[src/rtl/regfile_wb_arbiter_if.sv]
// Bus bundle between the write-back requesters, the register file write port and issue logic.
// The arbiter takes the slave view; the driving environment takes the master view.
interface regfile_wb_arbiter_if;
    logic        exe_valid;
    logic        exe_ready;
    logic [0:4]  exe_addr;
    logic [0:63] exe_data;
    logic [0:2]  exe_ppp;

    logic        mem_valid;
    logic        mem_ready;
    logic [0:4]  mem_addr;
    logic [0:63] mem_data;
    logic [0:2]  mem_ppp;

    logic        wb_en;
    logic [0:4]  wb_addr;
    logic [0:63] wb_data;
    logic [0:2]  wb_ppp;

    logic        issue_set;
    logic [0:4]  issue_addr;
    logic        issue_ready;

    logic [0:4]  chk_a_addr;
    logic [0:4]  chk_b_addr;
    logic        chk_a_busy;
    logic        chk_b_busy;
    logic        err;

    modport slave (
        input  exe_valid, exe_addr, exe_data, exe_ppp,
        input  mem_valid, mem_addr, mem_data, mem_ppp,
        input  issue_set, issue_addr, chk_a_addr, chk_b_addr,
        output exe_ready, mem_ready,
        output wb_en, wb_addr, wb_data, wb_ppp,
        output issue_ready, chk_a_busy, chk_b_busy, err
    );

    modport master (
        output exe_valid, exe_addr, exe_data, exe_ppp,
        output mem_valid, mem_addr, mem_data, mem_ppp,
        output issue_set, issue_addr, chk_a_addr, chk_b_addr,
        input  exe_ready, mem_ready,
        input  wb_en, wb_addr, wb_data, wb_ppp,
        input  issue_ready, chk_a_busy, chk_b_busy, err
    );
endinterface

[src/rtl/regfile_wb_arbiter.sv]
// Round-robin write-back arbiter for the 32 x 64-bit register file, with a per-register
// outstanding-write scoreboard used by issue logic for RAW hazard detection.
//
// state    | meaning
// LAST_EXE | exe received the most recent grant; mem wins the next contention
// LAST_MEM | mem received the most recent grant; exe wins the next contention
module regfile_wb_arbiter #(
    parameter int CNT_W = 2
) (
    input  logic clk,
    input  logic reset,
    regfile_wb_arbiter_if.slave bus
);
    typedef enum logic {LAST_EXE, LAST_MEM} grantState_t;

    localparam logic [CNT_W-1:0] CNT_MAX = '1;

    grantState_t lastGrant;
    grantState_t lastGrantNext;
    logic        grantExe;
    logic        grantMem;
    logic        granted;

    logic [0:4]  selAddr;
    logic [0:63] selData;
    logic [0:2]  selPpp;

    logic        wbEnReg;
    logic [0:4]  wbAddrReg;
    logic [0:63] wbDataReg;
    logic [0:2]  wbPppReg;
    logic        errReg;

    logic [CNT_W-1:0] cntReg [1:31];
    logic [CNT_W-1:0] cnt [0:31];
    logic             issueReady;
    logic             issueInc;

    always_ff @(posedge clk) begin
        if (reset) lastGrant <= LAST_EXE;
        else       lastGrant <= lastGrantNext;
    end

    always_comb begin
        grantExe      = 1'b0;
        grantMem      = 1'b0;
        lastGrantNext = lastGrant;
        if (!reset) begin
            if (bus.exe_valid && (!bus.mem_valid || lastGrant == LAST_MEM)) grantExe = 1'b1;
            else if (bus.mem_valid)                                         grantMem = 1'b1;
        end
        if (grantExe)      lastGrantNext = LAST_EXE;
        else if (grantMem) lastGrantNext = LAST_MEM;
    end

    assign granted = grantExe || grantMem;
    assign selAddr = grantExe ? bus.exe_addr : bus.mem_addr;
    assign selData = grantExe ? bus.exe_data : bus.mem_data;
    assign selPpp  = grantExe ? bus.exe_ppp  : bus.mem_ppp;

    // Writes to r0 complete the handshake but never reach the register file.
    always_ff @(posedge clk) begin
        if (reset) begin
            wbEnReg   <= 1'b0;
            wbAddrReg <= '0;
            wbDataReg <= '0;
            wbPppReg  <= '0;
        end else begin
            wbEnReg <= granted && (selAddr != 5'd0);
            if (granted) begin
                wbAddrReg <= selAddr;
                wbDataReg <= selData;
                wbPppReg  <= selPpp;
            end
        end
    end

    always_comb begin
        cnt[0] = '0;
        for (int i = 1; i < 32; i++) cnt[i] = cntReg[i];
    end

    assign issueReady = !reset && (cnt[bus.issue_addr] != CNT_MAX);
    assign issueInc   = bus.issue_set && issueReady && (bus.issue_addr != 5'd0);

    // Decrement lands on the same edge the register file commits the data.
    always_ff @(posedge clk) begin
        if (reset) begin
            for (int i = 1; i < 32; i++) cntReg[i] <= '0;
            errReg <= 1'b0;
        end else begin
            for (int i = 1; i < 32; i++) begin
                if (issueInc && bus.issue_addr == 5'(i)) begin
                    if (!(wbEnReg && wbAddrReg == 5'(i))) cntReg[i] <= cntReg[i] + 1'b1;
                end else if (wbEnReg && wbAddrReg == 5'(i)) begin
                    if (cntReg[i] == '0) errReg <= 1'b1;
                    else                 cntReg[i] <= cntReg[i] - 1'b1;
                end
            end
        end
    end

    assign bus.exe_ready   = grantExe;
    assign bus.mem_ready   = grantMem;
    assign bus.wb_en       = wbEnReg;
    assign bus.wb_addr     = wbAddrReg;
    assign bus.wb_data     = wbDataReg;
    assign bus.wb_ppp      = wbPppReg;
    assign bus.issue_ready = issueReady;
    assign bus.chk_a_busy  = !reset && (cnt[bus.chk_a_addr] != '0);
    assign bus.chk_b_busy  = !reset && (cnt[bus.chk_b_addr] != '0);
    assign bus.err         = errReg;
endmodule
[src/flat_wrapper.sv]
// flat-port wrapper written by rule: the top's interface ports become plain ports
module regfile_wb_arbiter_flat 
#(
    parameter int CNT_W = 2
)
  (clk, reset, bus_exe_valid, bus_exe_addr, bus_exe_data, bus_exe_ppp, bus_mem_valid, bus_mem_addr, bus_mem_data, bus_mem_ppp, bus_issue_set, bus_issue_addr, bus_chk_a_addr, bus_chk_b_addr, bus_exe_ready, bus_mem_ready, bus_wb_en, bus_wb_addr, bus_wb_data, bus_wb_ppp, bus_issue_ready, bus_chk_a_busy, bus_chk_b_busy, bus_err);
  regfile_wb_arbiter_if bus_i ();
  input  logic clk;
  input  logic reset;
  input wire logic [$bits(bus_i.exe_valid)-1:0] bus_exe_valid;
  input wire logic [$bits(bus_i.exe_addr)-1:0] bus_exe_addr;
  input wire logic [$bits(bus_i.exe_data)-1:0] bus_exe_data;
  input wire logic [$bits(bus_i.exe_ppp)-1:0] bus_exe_ppp;
  input wire logic [$bits(bus_i.mem_valid)-1:0] bus_mem_valid;
  input wire logic [$bits(bus_i.mem_addr)-1:0] bus_mem_addr;
  input wire logic [$bits(bus_i.mem_data)-1:0] bus_mem_data;
  input wire logic [$bits(bus_i.mem_ppp)-1:0] bus_mem_ppp;
  input wire logic [$bits(bus_i.issue_set)-1:0] bus_issue_set;
  input wire logic [$bits(bus_i.issue_addr)-1:0] bus_issue_addr;
  input wire logic [$bits(bus_i.chk_a_addr)-1:0] bus_chk_a_addr;
  input wire logic [$bits(bus_i.chk_b_addr)-1:0] bus_chk_b_addr;
  output wire logic [$bits(bus_i.exe_ready)-1:0] bus_exe_ready;
  output wire logic [$bits(bus_i.mem_ready)-1:0] bus_mem_ready;
  output wire logic [$bits(bus_i.wb_en)-1:0] bus_wb_en;
  output wire logic [$bits(bus_i.wb_addr)-1:0] bus_wb_addr;
  output wire logic [$bits(bus_i.wb_data)-1:0] bus_wb_data;
  output wire logic [$bits(bus_i.wb_ppp)-1:0] bus_wb_ppp;
  output wire logic [$bits(bus_i.issue_ready)-1:0] bus_issue_ready;
  output wire logic [$bits(bus_i.chk_a_busy)-1:0] bus_chk_a_busy;
  output wire logic [$bits(bus_i.chk_b_busy)-1:0] bus_chk_b_busy;
  output wire logic [$bits(bus_i.err)-1:0] bus_err;
  assign bus_i.exe_valid = bus_exe_valid;
  assign bus_i.exe_addr = bus_exe_addr;
  assign bus_i.exe_data = bus_exe_data;
  assign bus_i.exe_ppp = bus_exe_ppp;
  assign bus_i.mem_valid = bus_mem_valid;
  assign bus_i.mem_addr = bus_mem_addr;
  assign bus_i.mem_data = bus_mem_data;
  assign bus_i.mem_ppp = bus_mem_ppp;
  assign bus_i.issue_set = bus_issue_set;
  assign bus_i.issue_addr = bus_issue_addr;
  assign bus_i.chk_a_addr = bus_chk_a_addr;
  assign bus_i.chk_b_addr = bus_chk_b_addr;
  assign bus_exe_ready = bus_i.exe_ready;
  assign bus_mem_ready = bus_i.mem_ready;
  assign bus_wb_en = bus_i.wb_en;
  assign bus_wb_addr = bus_i.wb_addr;
  assign bus_wb_data = bus_i.wb_data;
  assign bus_wb_ppp = bus_i.wb_ppp;
  assign bus_issue_ready = bus_i.issue_ready;
  assign bus_chk_a_busy = bus_i.chk_a_busy;
  assign bus_chk_b_busy = bus_i.chk_b_busy;
  assign bus_err = bus_i.err;
  regfile_wb_arbiter #(.CNT_W(CNT_W)) u_core (.clk(clk), .reset(reset), .bus(bus_i));
endmodule
[config.mk]
export PLATFORM = sky130hd
export DESIGN_NAME = regfile_wb_arbiter_flat
export DESIGN_NICKNAME = d
export VERILOG_FILES = /design/src/rtl/regfile_wb_arbiter_if.sv /design/src/rtl/regfile_wb_arbiter.sv /design/src/flat_wrapper.sv
export SDC_FILE = /design/constraint.sdc
export NUM_CORES = 1
export LEC_CHECK = 0
export BUFFER_PORTS_ARGS = -buffer_cell sky130_fd_sc_hd__buf_2
export CORE_MARGIN = 5
export CORE_UTILIZATION = 50
export CTS_CLUSTER_SIZE = 8
export DETAILED_ROUTE_END_ITERATION = 6
export PLACE_DENSITY = 0.76
export SYNTH_ARGS = -nofsm -noshare
export SYNTH_HDL_FRONTEND = slang
export SYNTH_SLANG_ARGS = --single-unit
[constraint.sdc]
create_clock -name clk -period 3.4 [get_ports clk]
set_input_delay 0.17 -clock clk [delete_from_list [all_inputs] [get_ports clk]]
set_output_delay 0.17 -clock clk [all_outputs]
set_load 0.02 [all_outputs]
==> out/metrics.cfg, run 1 <==
[run_status]
status = finished clean

[timing]
finalSetupTns_ps = 0
drv_slew = 0
fmax_mhz = 330
finClkSkew_ps = 17.5
hold_viol = 0
fin_crit_sh_pct = 89.0
worst_pin_slew_ps = 1080
rsz0062_at_grt = false
max-slew-margin-rel_pct = 27.6
setup_viol = 0
fin_crit_ps = 3030

[placed_design]
portBuffers = 242
dp_hpwl_um = 24700
dp_cells = 1569
place_congestion = 1.03
place_area_um2 = 10600

[clock_network]
clkTransAtPathRegs_ps = 70
cts_max_level = 4
insertion_delay_ps = 430
numCtsBuffers = 17
post_cts_buffers = 0
cts_sinks = 137
cts_resized = 0
cts_tree = done
cts_root_buffer = clkbuf_16
cts.path.max_buffers = 2

[setup_path]
path_delay_family = compound AO/OA/AOI/OAI gates
reg2reg_slack_ps = 370
reg2reg_depth = 8
critPathBufInv = 0
cp_num_cells = 8
cp.required_ps = 3690
crit_chain = mux2_1 -> and3_1 -> a2111oi_4 -> a21oi_1 -> o311ai_0 -> o2111ai_1 -> nor4_1 -> a31oi_1
r2r-start = u_core.cntReg[0][4]$_DFFE_PP_
setup.worst_path.start = u_core.cntReg[0][4]$_DFFE_PP_
cp_data_arrival_time_ps = 3310
slowest_stage = o311ai_0
max_stage_delay_ps = 560
rr_endpoint = u_core.bus.err$_SDFF_PP0_
endpoint_kind = flip-flop
crit_type = reg2reg
cp_max_fo = 5
cp-endpoint = u_core.bus.err$_SDFF_PP0_
start_kind = flip-flop

[die]
die-area_um2 = 21200
die_y_um = 146
initial_core_util_pct = 51.0
ios = 243
core_um2 = 18000
rows = 49
die_w_um = 146

[logic_synthesis]
synth-seq-area-share_pct = 36.6
avgSynthCellArea_um2 = 8.03
syn_inst = 1146
ys_types = 66
syn_nets = 1341
synth_top_area_share_pct = 20.2
async_flop_share_pct = 0
synth_area_leaders = edfxtp_1 20%, dfxtp_1 16%, nand2_1 9.3%
synth_seq_cells = 137
synth-warning-count = 0
synth_top_area_cell = edfxtp_1
synth_edf_count = 62
netlist_area_um2 = 9200
synth_ff_type = dfxtp_1

[layout]
fin_util_pct = 65.2
layout_common_cells = 241 x buf_2, 227 x nand2_1, 140 x nor2_1
drive_gt1_share_pct = 23.4
num_antenna_cells = 0
final_cells = 1650
nNetsFinal = 1603
final_common_cell = buf_2
synthToLayoutAreaGrowth_pct = 27.7
final_cell_area_um2 = 11700

[route]
vias = 10000
routed_wirelength_um = 33200
wl_per_cell_um = 20.1
first_pass_iters = 5
ant_nets = 0
vias_per_cell = 6.08
drt_iter0_markers = 891
drc_errors = 0

[global_route]
grt_pass1_wl_um = 52300
grt_overflow_total = 0
grt_max_degree = 74
grt_util_met3_pct = 7.57
met2_usage_pct = 51.0
grt_antenna_before_repair = 3
met1_usage_pct = 36.3
grt_use_total_pct = 30.4
grt_busiest_layer = met2
grt_pass1_vias = 9833

[pwr]
p_total_uw = 4750
ir_drop_mv = 0.318
p_per_area_nw_per_um2 = 405
p_leak_uw = 0.00494

[worst_hold_path]
worst_hold_path_type = in2reg

[flow_run]
cap_violations = 0

==> report_power, final <==
group          switching [µW]  leakage (µW)  internal [µW]
sequential               95.5       0.00126           1820
combinational             552       0.00338            365
clock                     781      0.000308           1130
total                    1430       0.00494           3320
==> logic make-up (layout without fill, tap and decap cells) <==
logic type / count (synthesis) / count (layout) / share of synthesized area [%]
AO/OA/AOI/OAI: 237 / 237 / 19.0
multiplexers: 52 / 52 / 7.45
buffers and inverters: 147 / 422 / 6.34
flip-flops: 137 / 137 / 36.6
AND/OR/NAND/NOR: 542 / 542 / 26.5
adder cells (fa/ha/maj): 31 / 31 / 4.22
==> metrics by stage <==
stage          hold WS (ps)  setup WS (ps)
2_1_floorplan           280            945
3_3_place_gp            405            349
3_5_place_dp            412            276
4_1_cts               0.930            440
5_1_grt                12.9            275
6_report               14.5            373
==> state kept, by name (all words and copies together), names as in the netlist <==
register and cells:
u_core.bus.wb_data 64, u_core.cntReg 62, u_core.bus.wb_addr 5, u_core.bus.wb_ppp 3, u_core.bus.err 1, u_core.bus.wb_en 1
u_core.lastGrant 1
==> per-layer routing <==
metal / vias up / part of all wire [%]
met2: 550 / 49
li1: 4691 / -
met3: 107 / 9.1
met1: 4673 / 37
met4: 6 / 4.4
met5: - / 0.10
==> how the worst min path moves through the flow <==
| stage | start | end | slack, ps | cells past startpoint |
|---|---|---|---|---|
| global placement | bus_mem_valid | u_core.lastGrant$_SDFFE_PP0P_ | 410 | 2 |
| CTS | bus_mem_data[3] | u_core.bus.wb_data[60]$_SDFFE_PP0P_ | 0.9 | 3 |
| global route | bus_mem_data[30] | u_core.bus.wb_data[33]$_SDFFE_PP0P_ | 10 | 3 |
| floorplan | bus_mem_valid | u_core.lastGrant$_SDFFE_PP0P_ | 280 | 1 |
| detailed placement | bus_mem_valid | u_core.lastGrant$_SDFFE_PP0P_ | 410 | 2 |
| finish | bus_mem_data[47] | u_core.bus.wb_data[16]$_SDFFE_PP0P_ | 10 | 3 |
==> final cells by class <==
cell class | instances | area (µm²)
inverters | 73 | 274
multi-input cells | 862 | 5260
well taps | 229 | 287
fillers | 1513 | 6280
clock inverters | 10 | 87.6
clock buffers | 22 | 529
repair buffers | 317 | 1950
flip-flops and latches | 137 | 3360
==> worst register-to-register path, stage by stage, from the launching register on <==
cell,delay [ps]
edfxtp_1,500
mux2_1,320
and3_1,190
a2111oi_4,340
a21oi_1,160
o311ai_0,560
o2111ai_1,300
nor4_1,400
a31oi_1,120
==> cell usage after synthesis, types with 5 or more instances <==
cell type / instances
buf_1: 8
ha_1: 31
nor4_1: 5
a211oi_1: 24
or3_1: 10
edfxtp_1: 62
o22ai_1: 8
nand2b_1: 19
a21oi_1: 51
nor2_1: 140
mux4_2: 13
nand4_1: 6
a31oi_1: 8
o211ai_1: 6
and3_1: 7
a211o_1: 8
nand2_1: 228
nand3_1: 54
or4_1: 7
mux2i_1: 37
o21ai_0: 24
nor3_1: 30
a311oi_1: 75
dfxtp_1: 75
nor2b_1: 7
clkbuf_1: 57
and2_1: 7
inv_1: 72
==> repair_timing <==
action	4_1_cts	5_1_grt
setup endpoints to repair	0	0
hold buffers	49	0
endpoints found under the hold margin	49	0
Power figures use the tool's default switching activity.
==> run 2, diff against run 1 <==
--- a/config.mk
+++ b/config.mk
@@ -11,6 +11,7 @@
 export CTS_CLUSTER_SIZE = 8
 export DETAILED_ROUTE_END_ITERATION = 6
 export PLACE_DENSITY = 0.76
+export SETUP_SLACK_MARGIN = 0.4
 export SYNTH_ARGS = -nofsm -noshare
 export SYNTH_HDL_FRONTEND = slang
 export SYNTH_SLANG_ARGS = --single-unit
==> run 2 against run 1 <==
Against the previous run: sequential share of layout area is 0.064 points lower; first-iteration DRC count is 15% higher; cell count stayed put; combinational power is 0.4% higher; critical path type unchanged; largest cell class unchanged; highest routed layer unchanged.
==> out/metrics.cfg, run 2 (synthesized netlist as in run 1, its figures left out) <==
[run_status]
status = finished clean

[timing]
finalSetupTns_ps = 0  ; unchanged
worst_pin_slew_ps = 1090  ; +7.23 ps
finClkSkew_ps = 21.2  ; +3.70 ps
setup_slack_ps = 380  ; +7.12 ps
fmax_mhz = 331  ; +0.24%
rsz0062_at_grt = true
max-slew-margin-rel_pct = 27.1  ; -0.48 points
hold_viol = 0  ; unchanged
fin_crit_sh_pct = 88.8  ; -0.21 points
fin_crit_ps = 3020  ; -7.12 ps
drv_slew = 0  ; unchanged
setup_viol = 0  ; unchanged
holdWs_ps = 12.0  ; -2.50 ps

[setup_path]
cp.required_ps = 3680  ; about the same
cp_max_fo = 5  ; unchanged
cp_data_arrival_time_ps = 3300  ; about the same
crit_chain = mux2_1 -> and3_1 -> a2111oi_4 -> a21oi_1 -> o311ai_0 -> o2111ai_1 -> nor4_1 -> a31oi_1
crit_type = reg2reg
endpoint_kind = flip-flop
setup.worst_path.start = u_core.cntReg[0][4]$_DFFE_PP_
rr_endpoint = u_core.bus.err$_SDFF_PP0_
start_kind = flip-flop
reg2reg_slack_ps = 380  ; about the same
max_stage_delay_ps = 560  ; about the same
critPathBufInv = 0  ; unchanged
slowest_stage = o311ai_0
reg2reg_depth = 8  ; unchanged
path_delay_family = compound AO/OA/AOI/OAI gates
r2r-start = u_core.cntReg[0][4]$_DFFE_PP_

[layout]
fillers = 1510  ; -0.20%
synthToLayoutAreaGrowth_pct = 28.0
num_antenna_cells = 0  ; unchanged
layout_common_cells = 241 x buf_2, 227 x nand2_1, 140 x nor2_1
drive_gt1_share_pct = 23.5  ; +0.14 points
final_cells = 1650  ; unchanged
multi_input_area_um2 = 5280  ; +0.50%
seqCellArea_um2 = 3360  ; unchanged
final_common_cell = buf_2
largest_reg_flops = 64  ; unchanged
nNetsFinal = 1603  ; unchanged

[pwr]
p_leak_uw = 0.00495  ; about the same
p_total_uw = 4750  ; about the same
p_per_area_nw_per_um2 = 404  ; -0.15%
ir_drop_mv = 0.319  ; +0.36%

[clock_network]
insertion_delay_ps = 430  ; about the same
cts_sinks = 137  ; unchanged
numCtsBuffers = 17  ; unchanged
cts_root_buffer = clkbuf_16
cts.path.max_buffers = 2  ; unchanged
cts_tree = done
cts_max_level = 4  ; unchanged
clkTransAtPathRegs_ps = 70  ; about the same

[route]
vias_per_cell = 6.09  ; +0.29%
drt_iter0_markers = 1023  ; +15%
wl_per_cell_um = 20.2  ; +0.31%
drc_errors = 0  ; unchanged
routed_wirelength_um = 33300  ; +0.31%
vias = 10100  ; +0.29%
first_pass_iters = 6  ; +1
ant_nets = 0  ; unchanged

[die]
die_w_um = 146  ; unchanged
core_um2 = 18000  ; unchanged
die_y_um = 146  ; unchanged
rows = 49  ; unchanged
ios = 243  ; unchanged
initial_core_util_pct = 51.0  ; unchanged
die-area_um2 = 21200  ; unchanged

[global_route]
grt_pass1_wl_um = 52300  ; unchanged
grt_overflow_total = 0  ; unchanged
grt_max_degree = 74  ; unchanged
grt_antenna_before_repair = 3  ; unchanged
grt_use_total_pct = 30.4  ; unchanged
grt_pass1_vias = 9833  ; unchanged

[flow_run]
cap_violations = 0  ; unchanged

[worst_hold_path]
min_to = u_core.bus.wb_data[16]$_SDFFE_PP0P_
min_from = bus_mem_data[47]
worst_hold_path_type = in2reg
whs_path_depth = 3  ; unchanged

[placed_design]
dp_hpwl_um = 24700  ; unchanged
dp_cells = 1569  ; unchanged
dp_slack_ps = 276  ; unchanged
place_congestion = 1.03  ; unchanged
portBuffers = 242  ; unchanged

## run 2: changes by cell type in the layout (fill, tap and decap cells not counted)
cell     delta
nor2_2      -1
a32oi_4     +1
nor3_2      +2
nor3_1      -2
nor2_4      +1
a32oi_2     -1
## run 2: per-stage QoR
step | utilization (%) | instance area [µm²]
final | 65.3 | 11800
after global routing | 65.3 | 11800
after CTS | 65.2 | 11700
after detailed placement | 59.0 | 10600
after global placement | 59.0 | 10600
after floorplan | - | 9200
## run 2: worst reg2reg max path, cell delays in order (launching register included)
cell and delay, ps:
edfxtp_1 500, mux2_1 320, and3_1 190, a2111oi_4 340, a21oi_1 160, o311ai_0 560
o2111ai_1 300, nor4_1 410, a31oi_1 120
## run 2: worst max-delay path by stage
stage                                                 to  cells past startpoint
after global routing           u_core.bus.err$_SDFF_PP0_                      8
after global placement    u_core.cntReg[1][17]$_DFFE_PP_                      7
after detailed placement       u_core.bus.err$_SDFF_PP0_                      9
after CTS                 u_core.cntReg[1][19]$_DFFE_PP_                      6
final                          u_core.bus.err$_SDFF_PP0_                      8
after floorplan                u_core.bus.err$_SDFF_PP0_                      9
## run 2: area by class of cell
type                            count  area share (%)
Timing Repair Buffer              317            16.6
Tap cell                          229            2.43
Inverter                           73            2.33
Multi-Input combinational cell    862            44.9
Clock buffer                       22            4.50
Sequential cell                   137            28.6
Clock inverter                     10           0.744
## run 2: per-layer routing
| metal | global-route usage [%] | routed length (µm) | vias up |
|---|---|---|---|
| li1 | - | - | 4686 |
| met1 | 36.3 | 12300 | 4686 |
| met2 | 51.0 | 16300 | 568 |
| met3 | 7.57 | 3170 | 110 |
| met4 | 14.9 | 1520 | 6 |
| met5 | 0 | 34 | - |
## run 2: where the power goes
group          switching, µW  internal [µW]  total [µW]
Sequential              95.4           1820        1920
Clock                    781           1130        1910
Combinational            555            366         921
## run 2: repair_timing
action                     4_1_cts  5_1_grt
hold buffers                    49        0
resized for setup                0        4
setup buffers                    0        0
setup endpoints to repair        0       15
hold endpoints to repair        49        0
==> run 3, diff against run 2 <==
==> constraint.sdc (replaced) <==
create_clock -name clk -period 3.4 [get_ports clk]
set_input_delay 0.17 -clock clk [delete_from_list [all_inputs] [get_ports clk]]
set_output_delay 0.17 -clock clk [all_outputs]
set_load 0.01 [all_outputs]
==> run 3 against run 2 <==
Against the previous run: the run now ends with design-rule violations left; worst setup slack improved by 130 ps; power fell by 4.3%; highest routed layer unchanged; global-route usage fell by 0.26 points; final area fell by 0.48%; clock power fell by 7%; sequential share of layout area rose by 0.14 points; routed wire length fell by 1.8%; register-to-register slack improved by 130 ps; critical path type unchanged; clock-buffer cell count fell by 3; cell count did not move; non-clock buffer count did not move.
==> out/metrics.cfg, run 3 (synthesized netlist as in run 1, its figures left out) <==
[route]
first_pass_iters = 7  ; +1
vias_per_cell = 6.08  ; -0.26%
routed_wirelength_um = 32700  ; -1.8%
drc_errors = 1  ; +1
drt_iter0_markers = 833  ; -19%
vias = 10000  ; -0.26%
wl_per_cell_um = 19.8  ; -1.8%
ant_nets = 0  ; unchanged

[global_route]
grt_max_degree = 74  ; unchanged
grt_pass1_vias = 9802  ; -0.32%
grt_use_total_pct = 30.1  ; -0.26 points
grt_antenna_before_repair = 2  ; -1
grt_pass1_wl_um = 52100  ; -0.24%
grt_overflow_total = 0  ; unchanged

[layout]
num_antenna_cells = 0  ; unchanged
synthToLayoutAreaGrowth_pct = 27.4
largest_reg_flops = 64  ; unchanged
drive_gt1_share_pct = 23.9  ; +0.42 points
layout_common_cells = 241 x buf_2, 227 x nand2_1, 140 x nor2_1
final_cell_area_um2 = 11700  ; -0.48%
final_common_cell = buf_2
fillers = 1496  ; -0.93%
nNetsFinal = 1603  ; unchanged

[placed_design]
portBuffers = 242  ; unchanged
place_area_um2 = 10600  ; unchanged
dp_hpwl_um = 24500  ; -0.73%
place_congestion = 1.03  ; -0.21%

[die]
initial_core_util_pct = 51.0  ; unchanged
rows = 49  ; unchanged
core_um2 = 18000  ; unchanged
ios = 243  ; unchanged
die-area_um2 = 21200  ; unchanged
die_w_um = 146  ; unchanged
die_y_um = 146  ; unchanged

[clock_network]
cts_max_level = 4  ; unchanged
cts_sinks = 137  ; unchanged
cts_root_buffer = clkbuf_16
insertion_delay_ps = 430  ; about the same
cts_tree = done
cts.path.max_buffers = 2  ; unchanged
numCtsBuffers = 17  ; unchanged
clkTransAtPathRegs_ps = 70  ; about the same

[timing]
finalSetupTns_ps = 0  ; unchanged
max-slew-margin-rel_pct = 28.3  ; +1.2 points
fin_crit_sh_pct = 84.9  ; -3.9 points
setup_viol = 0  ; unchanged
rsz0062_at_grt = false
worst_pin_slew_ps = 1070  ; -18.2 ps
finClkSkew_ps = 16.4  ; -4.73 ps
fin_crit_ps = 2890  ; -134 ps
drv_slew = 0  ; unchanged
hold_viol = 0  ; unchanged
fmax_mhz = 346  ; +4.6%

[setup_path]
r2r-start = u_core.cntReg[1][23]$_DFFE_PP_
reg2reg_slack_ps = 510  ; +130 ps
start_kind = flip-flop
cp.required_ps = 3680  ; about the same
rr_endpoint = u_core.bus.err$_SDFF_PP0_
endpoint_kind = flip-flop
cp_data_arrival_time_ps = 3170  ; -130 ps
reg2reg_depth = 7  ; -1
cp_max_fo = 15  ; +10
setup.worst_path.start = u_core.cntReg[1][23]$_DFFE_PP_
crit_type = reg2reg

[worst_hold_path]
min_from = bus_mem_data[43]
min_to = u_core.bus.wb_data[20]$_SDFFE_PP0P_
worst_hold_path_type = in2reg
whs_path_depth = 3  ; unchanged

[pwr]
ir_drop_mv = 0.361  ; +13%
p_per_area_nw_per_um2 = 389  ; -3.8%
p_leak_uw = 0.00492  ; -0.53%

[run_status]
status = complete, but fails checks
violations = design-rule violations

[flow_run]
cap_violations = 0  ; unchanged

run 3: cell count changes in the layout (fill, tap and decap cells not counted), moves of 3 or more:
| cell | change |
|---|---|
| buf_4 | +5 |
| clkbuf_16 | -3 |
| dlygate4sd3_1 | -5 |
| inv_4 | +3 |
run 3: what timing repair did:
action | in CTS | in global routing
cloned | 0 | 0
endpoints found under the hold margin | 44 | 0
endpoints found under the setup margin | 1 | 20
hold buffers | 44 | 0
setup buffers | 0 | 5
pin swaps | 0 | 1
gates resized for setup | 1 | 6
run 3: worst max-delay path: stages (launching register included):
cell and delay [ps]:
edfxtp_1 470, mux4_2 530, a22oi_2 240, a32oi_4 290, nor4_2 390, o22ai_1 170
nor4_1 490, a31oi_1 150
run 3: cell type report:
type | count | area, µm² | area share [%]
sequential | 137 | 3360 | 28.7
clock buffer | 19 | 454 | 3.88
multi-input combinational | 862 | 5290 | 45.2
clock inverter | 13 | 106 | 0.908
timing repair buffer | 317 | 1940 | 16.5
inverter | 73 | 274 | 2.34
tap | 229 | 287 | 2.45
run 3: metal layers:
metal / share of wire [%] / global-route usage (%)
met5: 0.043 / 0
met2: 49 / 51.8
met3: 10 / 7.57
met4: 4.5 / 13.6
met1: 36 / 35.4
run 3: worst max path at each step:
stage	slack (ps)	to	depth (start not counted)
after floorplan	940	u_core.bus.err$_SDFF_PP0_	9
after global placement	350	u_core.cntReg[1][16]$_DFFE_PP_	7
after detailed placement	290	u_core.bus.err$_SDFF_PP0_	9
after CTS	430	u_core.cntReg[1][19]$_DFFE_PP_	6
after global routing	390	u_core.bus.err$_SDFF_PP0_	7
final	510	u_core.bus.err$_SDFF_PP0_	7
run 3: stage by stage:
stage / hold slack [ps] / power (µW) / worst slack (ps) / cells / util, %
4_1_cts: 0.842 / 4550 / 430 / 1645 / 64.6
5_1_grt: 13.6 / 4730 / 394 / 1650 / 65.0
6_report: 15.6 / 4550 / 514 / 1650 / 65.0
3_3_place_gp: 406 / 2730 / 355 / 1569 / 59.0
2_1_floorplan: 280 / 2390 / 945 / 1146 / -
3_5_place_dp: 411 / 2740 / 286 / 1569 / 59.0
run 3: power breakdown:
group	leakage, µW	internal (µW)	switching [µW]	total [µW]
combinational	0.00338	368	495	863
sequential	0.00126	1830	93.9	1920
clock	0.000279	996	774	1770
total	0.00492	3190	1360	4550
